**src/rtl/n2_pkg.sv**
```systemverilog
// Shared definitions for the n2 sigmoid cluster and its coefficient loader.
package n2_pkg;

  // Default coefficient width, segment count and segment address width.
  localparam int N_DEF      = 16;
  localparam int SEGS_DEF   = 16;
  localparam int ADDR_W_DEF = 4;

  // Coefficient loader sequencing states.
  typedef enum logic [2:0] {
    IDLE,
    WAIT_A,
    WAIT_B,
    WRITE,
    DONE
  } load_state_e;

endpackage

```
**src/rtl/n2_coef_loader_if.sv**
```systemverilog
// Coefficient stream and RAM-write bus between the config fetch path,
// the loader and the n2_cluster coefficient RAM.
interface n2_coef_loader_if #(
  parameter int N      = n2_pkg::N_DEF,
  parameter int ADDR_W = n2_pkg::ADDR_W_DEF
) ();

  logic              i_start;
  logic [N-1:0]      i_data;
  logic              i_valid;
  logic              o_ready;
  logic [2*N-1:0]    o_coef;
  logic [ADDR_W-1:0] o_coef_addr;
  logic              o_load_coef;
  logic              o_busy;
  logic              o_done;

  // Controller / stream source side.
  modport master (
    output i_start, i_data, i_valid,
    input  o_ready, o_coef, o_coef_addr, o_load_coef, o_busy, o_done
  );

  // Loader side.
  modport slave (
    input  i_start, i_data, i_valid,
    output o_ready, o_coef, o_coef_addr, o_load_coef, o_busy, o_done
  );

endinterface

```
**src/rtl/n2_coef_loader.sv**
```systemverilog
// Packs a streamed (a0, b0, a1, b1, ...) coefficient sequence into {ai, bi}
// words and writes one word per segment into the n2_cluster coefficient RAM.
module n2_coef_loader
  import n2_pkg::*;
#(
  parameter int N      = N_DEF,
  parameter int SEGS   = SEGS_DEF,
  parameter int ADDR_W = ADDR_W_DEF
) (
  input  logic                clk,
  input  logic                rst_n,
  n2_coef_loader_if.slave     bus
);

  load_state_e       state;
  load_state_e       state_nxt;
  logic [N-1:0]      a_q;
  logic [ADDR_W-1:0] seg;
  logic [2*N-1:0]    coef_q;
  logic [ADDR_W-1:0] coef_addr_q;
  logic              ready;
  logic              load_coef;
  logic              busy;
  logic              done;
  logic              last_seg;

  // The terminal compare keeps seg from ever wrapping within one load.
  assign last_seg = (seg == ADDR_W'(SEGS - 1));

  // State register; reset is sampled on the clock edge.
  always_ff @(posedge clk) begin
    // NOTE: sequential state uses non-blocking assignments so every flop
    // samples pre-edge values, regardless of statement order.
    if (!rst_n) state <= IDLE;
    else        state <= state_nxt;
  end

  // Next-state and output decode; ready depends on state only, never on i_valid.
  always_comb begin
    // NOTE: every output gets a default before the case, so no path leaves
    // a signal unassigned and no latch is inferred.
    state_nxt = state;
    ready     = 1'b0;
    load_coef = 1'b0;
    busy      = 1'b1;
    done      = 1'b0;
    case (state)
      IDLE: begin
        busy = 1'b0;
        if (bus.i_start) state_nxt = WAIT_A;
      end
      WAIT_A: begin
        ready = 1'b1;
        if (bus.i_valid) state_nxt = WAIT_B;
      end
      WAIT_B: begin
        ready = 1'b1;
        if (bus.i_valid) state_nxt = WRITE;
      end
      WRITE: begin
        load_coef = 1'b1;
        state_nxt = last_seg ? DONE : WAIT_A;
      end
      DONE: begin
        done      = 1'b1;
        state_nxt = IDLE;
      end
      default: begin
        busy      = 1'b0;
        state_nxt = IDLE;
      end
    endcase
  end

  // Coefficient capture, packed write word and segment counter.
  always_ff @(posedge clk) begin
    if (!rst_n) begin
      a_q         <= '0;
      seg         <= '0;
      coef_q      <= '0;
      coef_addr_q <= '0;
    end else begin
      case (state)
        IDLE: begin
          seg <= '0;
        end
        WAIT_A: begin
          if (bus.i_valid) a_q <= bus.i_data;
        end
        WAIT_B: begin
          // The b handshake completes the pair, so the write word is built
          // here and is already stable for the whole WRITE cycle.
          if (bus.i_valid) begin
            coef_q      <= {a_q, bus.i_data};
            coef_addr_q <= seg;
          end
        end
        WRITE: begin
          if (!last_seg) seg <= seg + ADDR_W'(1);
        end
        default: begin
        end
      endcase
    end
  end

  assign bus.o_ready     = ready;
  assign bus.o_load_coef = load_coef;
  assign bus.o_busy      = busy;
  assign bus.o_done      = done;
  assign bus.o_coef      = coef_q;
  assign bus.o_coef_addr = coef_addr_q;

endmodule

```
**src/flat_wrapper.sv**
```systemverilog
// flat-port wrapper written by rule: the top's interface ports become plain ports
module n2_coef_loader_flat import n2_pkg::*;
#(
  parameter int N      = N_DEF,
  parameter int SEGS   = SEGS_DEF,
  parameter int ADDR_W = ADDR_W_DEF
)
  (clk, rst_n, bus_i_start, bus_i_data, bus_i_valid, bus_o_ready, bus_o_coef, bus_o_coef_addr, bus_o_load_coef, bus_o_busy, bus_o_done);
  n2_coef_loader_if #(.N(N), .ADDR_W(ADDR_W)) bus_i ();
  input  logic clk;
  input  logic rst_n;
  input wire logic [$bits(bus_i.i_start)-1:0] bus_i_start;
  input wire logic [$bits(bus_i.i_data)-1:0] bus_i_data;
  input wire logic [$bits(bus_i.i_valid)-1:0] bus_i_valid;
  output wire logic [$bits(bus_i.o_ready)-1:0] bus_o_ready;
  output wire logic [$bits(bus_i.o_coef)-1:0] bus_o_coef;
  output wire logic [$bits(bus_i.o_coef_addr)-1:0] bus_o_coef_addr;
  output wire logic [$bits(bus_i.o_load_coef)-1:0] bus_o_load_coef;
  output wire logic [$bits(bus_i.o_busy)-1:0] bus_o_busy;
  output wire logic [$bits(bus_i.o_done)-1:0] bus_o_done;
  assign bus_i.i_start = bus_i_start;
  assign bus_i.i_data = bus_i_data;
  assign bus_i.i_valid = bus_i_valid;
  assign bus_o_ready = bus_i.o_ready;
  assign bus_o_coef = bus_i.o_coef;
  assign bus_o_coef_addr = bus_i.o_coef_addr;
  assign bus_o_load_coef = bus_i.o_load_coef;
  assign bus_o_busy = bus_i.o_busy;
  assign bus_o_done = bus_i.o_done;
  n2_coef_loader #(.N(N), .SEGS(SEGS), .ADDR_W(ADDR_W)) u_core (.clk(clk), .rst_n(rst_n), .bus(bus_i));
endmodule
```
**config.mk**
```make
export PLATFORM = sky130hd
export DESIGN_NAME = n2_coef_loader_flat
export DESIGN_NICKNAME = d
export VERILOG_FILES = /design/src/rtl/n2_pkg.sv /design/src/rtl/n2_coef_loader_if.sv /design/src/rtl/n2_coef_loader.sv /design/src/flat_wrapper.sv
export SDC_FILE = /design/constraint.sdc
export NUM_CORES = 1
export LEC_CHECK = 0
export ABC_AREA = 1
export ABC_CLOCK_PERIOD_IN_PS = 3900
export CAP_MARGIN = 20
export CELL_PAD_IN_SITES_DETAIL_PLACEMENT = 1
export CELL_PAD_IN_SITES_GLOBAL_PLACEMENT = 1
export CORE_MARGIN = 2
export CORE_UTILIZATION = 30
export DETAILED_ROUTE_END_ITERATION = 7
export DONT_BUFFER_PORTS = 1
export GPL_TIMING_DRIVEN = 0
export MAX_ROUTING_LAYER = met4
export PLACE_DENSITY = 0.57
export REMOVE_ABC_BUFFERS = 1
export SLEW_MARGIN = 20
export SYNTH_ARGS = -nofsm -noshare
export SYNTH_HDL_FRONTEND = slang
export SYNTH_SLANG_ARGS = --single-unit
```
**constraint.sdc**
```tcl
create_clock -name clk -period 3.9 [get_ports clk]
set_clock_uncertainty 0.15 [all_clocks]
set_input_delay 0.585 -clock clk [delete_from_list [all_inputs] [get_ports clk]]
set_output_delay 0.585 -clock clk [all_outputs]
set_load 0.03 [all_outputs]
```
# Yosys cells after proc, flatten, opt, wreduce, memory -nomap -nowiden
# Cells that the tools add are included.
word_totals:
  reg_bits: 59
  latchBits: 0
  mem_bits_rw: 0
  mem_bits_ro: 0
  inputBits: 20
  output_inout_bits: 40
  word_cells: 34
  mem_count: 0
op_classes:
  addsub: 1
  multipliers: 0
  div_mod_pow: 0
  n_lt_le_gt_ge: 0
  n_eq_ne: 9
  shift: 0
  n_mux: 11
  bitwise_logic: 0
  n_reduce_logical: 8
ops:
  columns: ["cell", "n"]
  rows:
  - ["two-way mux 3 bit", 4]
  - ["case mux 3 bit (4 select lines)", 1]
  - ["inequality test 2 bit (second input constant)", 4]
  - ["case mux 4 bit (2 select lines)", 1]
  - ["equality test 3 x 2 -> 1 bit (second input constant)", 2]
  - ["AND reduction 2 bit", 3]
  - ["adder 4 x 1 -> 4 bit (second input constant)", 1]
  - ["equality test 4 bit (second input constant)", 1]
  - ["two-way mux 1 bit", 4]
  - ["two-way mux 4 bit", 1]
  - ["OR reduction 4 bit", 1]
  - ["equality test 3 x 1 -> 1 bit (second input constant)", 1]
  - ["equality test 3 bit (second input constant)", 1]
  - ["zero test 3 bit", 1]
  - ["AND reduction 3 bit", 1]
  - ["nonzero test 2 bit", 1]
  - ["OR reduction 2 bit", 1]

# Depth between registers and ports, before layout
depth:
  depth_word: 3
  mapped_depth: 7
  depth_no_buf: 7

# Worst setup path after synthesis
# No wires, ideal clock.
synth_path:
  path_type: "register to output"
  from: "register u_core.state[2]"
  to: "output bus_o_busy"
  t_arrival_ns: 1.555
  required_time_ns: 3.165
  path_slack_ns: 1.610
  stages_incl_launch_ff: 4
  n_path_buf: 0
  cell_sequence: "dfxtp_1 -> inv_2 -> nor3_1 -> or3_1"
synth_via:
  elab_chain_cells: 3
  word_cells_on_any_way: 6
  classes_between: "eq/ne (4); mux (1); reduce/logical (1)"
synth_lines:
  columns: ["element", "line", "rtl"]
  rows:
  - ["start, declared", "n2_coef_loader.sv:15", "load_state_e state;"]
  - ["start signal, assigned", "n2_coef_loader.sv:35", "else state <= state_nxt;"]
  - ["equality test 3 bit (tied with other cells)", "n2_coef_loader.sv:47", "case (state)"]
  - ["OR reduction 4 bit (no line) (*)", null, null]
  - ["two-way mux 1 bit (*)", "n2_coef_loader.sv:47", null]
  - ["end, declared", "flat_wrapper.sv:19", "output wire logic [$bits(bus_i.o_busy)-1:0] bus_o_busy;"]
# Mark *: on every way between the ends. The rest lies on a longest branch, timed or not.

# Worst setup path after layout
# Same ends and word-level chain as after synthesis.

==> run summary <==
* **cells along the critical path** inv_2 > nor3_1 > or3_1
* **Reg clk slew, reported paths** 70 ps
* **simple-gate portion of the synthesized area** 25.5%
* **total number of nets in the final design** 294
* **Reg-to-Reg Start** u_core.state[2]
* **commonest cells after routing, fill and taps aside** sky130_fd_sc_hd__nor2_1, sky130_fd_sc_hd__dfxtp_1, sky130_fd_sc_hd__o21ai_0
* **vias in the first global route** 1820
* **GPL Wtd Cong** 0.822
* **setup_tns** 0 ps
* **placeable core region** 0.00714 mm²
* **proportion of synthesized chip area in sequential cells** 54.0%
* **post-route fraction of the period consumed by the critical path** 69.3%
* **share of the synthesized area in compound gates (AO/OA/AOI/OAI)** 14.2%
* **cell count of the worst reg-to-reg path** 6
* **Slew headroom** 34.6%
* **Worst EP required** 3160 ps
* **GRT Resource Usage Total** 14.8%
* **CTS root buf** sky130_fd_sc_hd__clkbuf_8
* **xor and xnor fraction of the mapped netlist area** 0%
* **number of max-cap violations** 0
* **number of synthesized register bits** 59
* **number of slew-limit violations in the final report** 0
* **CTS sink cnt** 59
* **Final Hold Fails** 0
* **maximum clock path buffer count** 2
* **Total Power** 1.31 mW
* **most common cell after layout, fill and taps aside** sky130_fd_sc_hd__nor2_1
* **share of layout cells above drive strength 1** 8.30%
* **number of antenna violations at the first check in global routing** 0
* **count of port buffers added during placement** 0
* **first-pass GRT wire length** 8.65 mm
* **highest achievable clock rate** 370 MHz
* **Setup violations, final** 0
* **CP Launch Type** flip-flop
* **arithmetic-cell share of the synthesized area counting full adders, half adders and majority gates** 0.572%
* **post-CTS repair timing setup buffer count** 0
* **Post-Synthesis Cells** 277
* **register cell area after layout** 0.00118 mm²
* **later-pin clock latency in the skew report** 320 ps
* **synth warn** 0
* **Die Y** 89.4 µm
* **clock tree from TritonCTS** yes
* **nature of the critical path endpoint** primary output
* **layout overhead on the synthesized area** 9.84%
* **setup slack of the most critical reg-to-reg path** 1650 ps
* **number of top-level design ports** 60
* **Mapped Avg Cell Area** 7.90 µm²
* **VDD IR-drop max** 209 µV
* **top cell type's share of synthesized area** 54.0%
* **dpl hpwl** 3.22 mm
* **main combinational cell family by area after synthesis** simple AND/OR/NAND/NOR gates
* **die footprint** 0.00799 mm²
* **overall overflow remaining after global route** 0
* **Post-Route WL** 5.36 mm
* **measured slew at the worst slew-check pin** 973 ps
* **Multi-input gate area** 881 µm²
* **CP max FO** 6
* **type of the worst setup path** reg2out
* **cts-stage hold buffer count** 0
* **row count** 31
* **count of distinct cell types in the synthesized netlist** 24
* **ant diodes** 0
* **capturing point of the worst reg2reg path** u_core.bus.o_coef[21]
* **total clock buffers created by CTS** 9
* **final non-filler cell total** 376
* **library cell occupying the most area in the post-synthesis netlist** sky130_fd_sc_hd__dfxtp_1
* **Min-Delay Path Class** in2reg
* **Resize count post-CTS** 0
* **beginning of the worst hold path** rst_n
* **routed len/inst** 14.3 µm
* **remaining number of nets flagged by the antenna check after routing** 0
* **Worst Path Arrival** 1970 ps
* **Core Util, Final** 33.7%
* **unrepaired setup endpoints after global routing** false
* **Post-Syn Area** 0.00219 mm²
* **leading post-synthesis cells by cell area** sky130_fd_sc_hd__dfxtp_1, sky130_fd_sc_hd__nor2_1, sky130_fd_sc_hd__o21ai_0
* **maximum number of pins on one net before global-route repair** 57
* **slowest cell on the critical path** sky130_fd_sc_hd__nor3_1
* **average via count per standard cell** 4.63
* **1st-iter DRT viols** 71
* **CTS H-Tree Depth** 3
* **initial core utilization** 30.6%
* **first-pass detailed-route iteration total** 3
* **final-layout fill cell count** 893
* **crit path time final** 2700 ps
* **DRC violations left** 0
* **static leakage** 1.03 nW
* **power density relative to cell area** 547 mW/mm²
* **result of the run** complete, no violations
* **Chip Width** 89.4 µm
* **instance count after placement with tap cells included** 361
* **hold-critical path endpoint** u_core.a_q[3]
* **vias after detailed routing** 1740
* **share of synthesized area spent on multiplexers** 0%
* **worst hold path cell count** 2
* **largest stage delay on the critical path** 750 ps
## power by group
| group | total (mW) | internal [mW] | switching, mW |
|---|---|---|---|
| clock | 0.520 | 0.290 | 0.229 |
| sequential | 0.688 | 0.639 | 0.0489 |
| combinational | 0.107 | 0.0316 | 0.0756 |
| total | 1.31 | 0.961 | 0.354 |
## kinds of logic (layout without fill, tap and decap cells)
logic type | Yosys count | after routing
flops | 59 | 59
buf+inv | 26 | 26
compound gates | 62 | 62
fa+ha+maj | 1 | 1
simple gates | 129 | 129
## metal layers
metal  share of wire, %  GRT usage, %  up-vias  wire length [µm]
met5                  0             -        -                 0
met1                 47          17.0      805              2520
li1                   -             -      889                 -
met2                 46          23.6       38              2490
met4                1.3          6.92        0                72
met3                5.1          4.43        8               273
## cell usage after synthesis (all sizes together)
cell type	number
buf	9
or2	1
o21ai	53
nor3	2
clkbuf	6
dfxtp	59
ha	1
inv	11
nand3	11
a21oi	9
nand2	6
or3	1
nor2	104
nor4	1
nand4	3
## worst max path at each step
stage                               start                    end  cells after the start
after floorplan           u_core.state[2]             bus_o_busy                      3
after global placement        bus_i_valid  u_core.bus.o_coef[27]                      5
after detailed placement      bus_i_valid  u_core.bus.o_coef[26]                      5
after CTS                 u_core.state[2]             bus_o_busy                      3
after global routing      u_core.state[2]             bus_o_busy                      3
final                     u_core.state[2]             bus_o_busy                      3
## critical path, delay by kind of cell, from the launching register on
kind | cells | cell delay (ps)
and+or+nand+nor | 2 | 1140
DFF | 1 | 400
buffers and inverters | 1 | 110
## through the flow
stage	hold slack [ps]	cell area, µm²	setup WS, ps
finish	245	2400	1200
global route	235	2400	1020
CTS	229	2400	1170
detailed placement	320	2230	1360
global placement	314	2230	1370
floorplan	300	2100	1610
## final cells by class
cell class	instances	share of cell area (%)
clock inverters	3	1.67
multi-input cells	192	36.7
inverters	11	1.72
well taps	99	5.16
flip-flops and latches	59	49.2
clock buffers	12	5.63
## flip-flops by register name, summed over array words and instances, names as in the netlist
signal	flops
u_core.seg	4
u_core.a_q	16
u_core.bus.o_coef_addr	4
u_core.state	3
u_core.bus.o_coef	32
No activity file was read; power rests on OpenSTA's default activity.
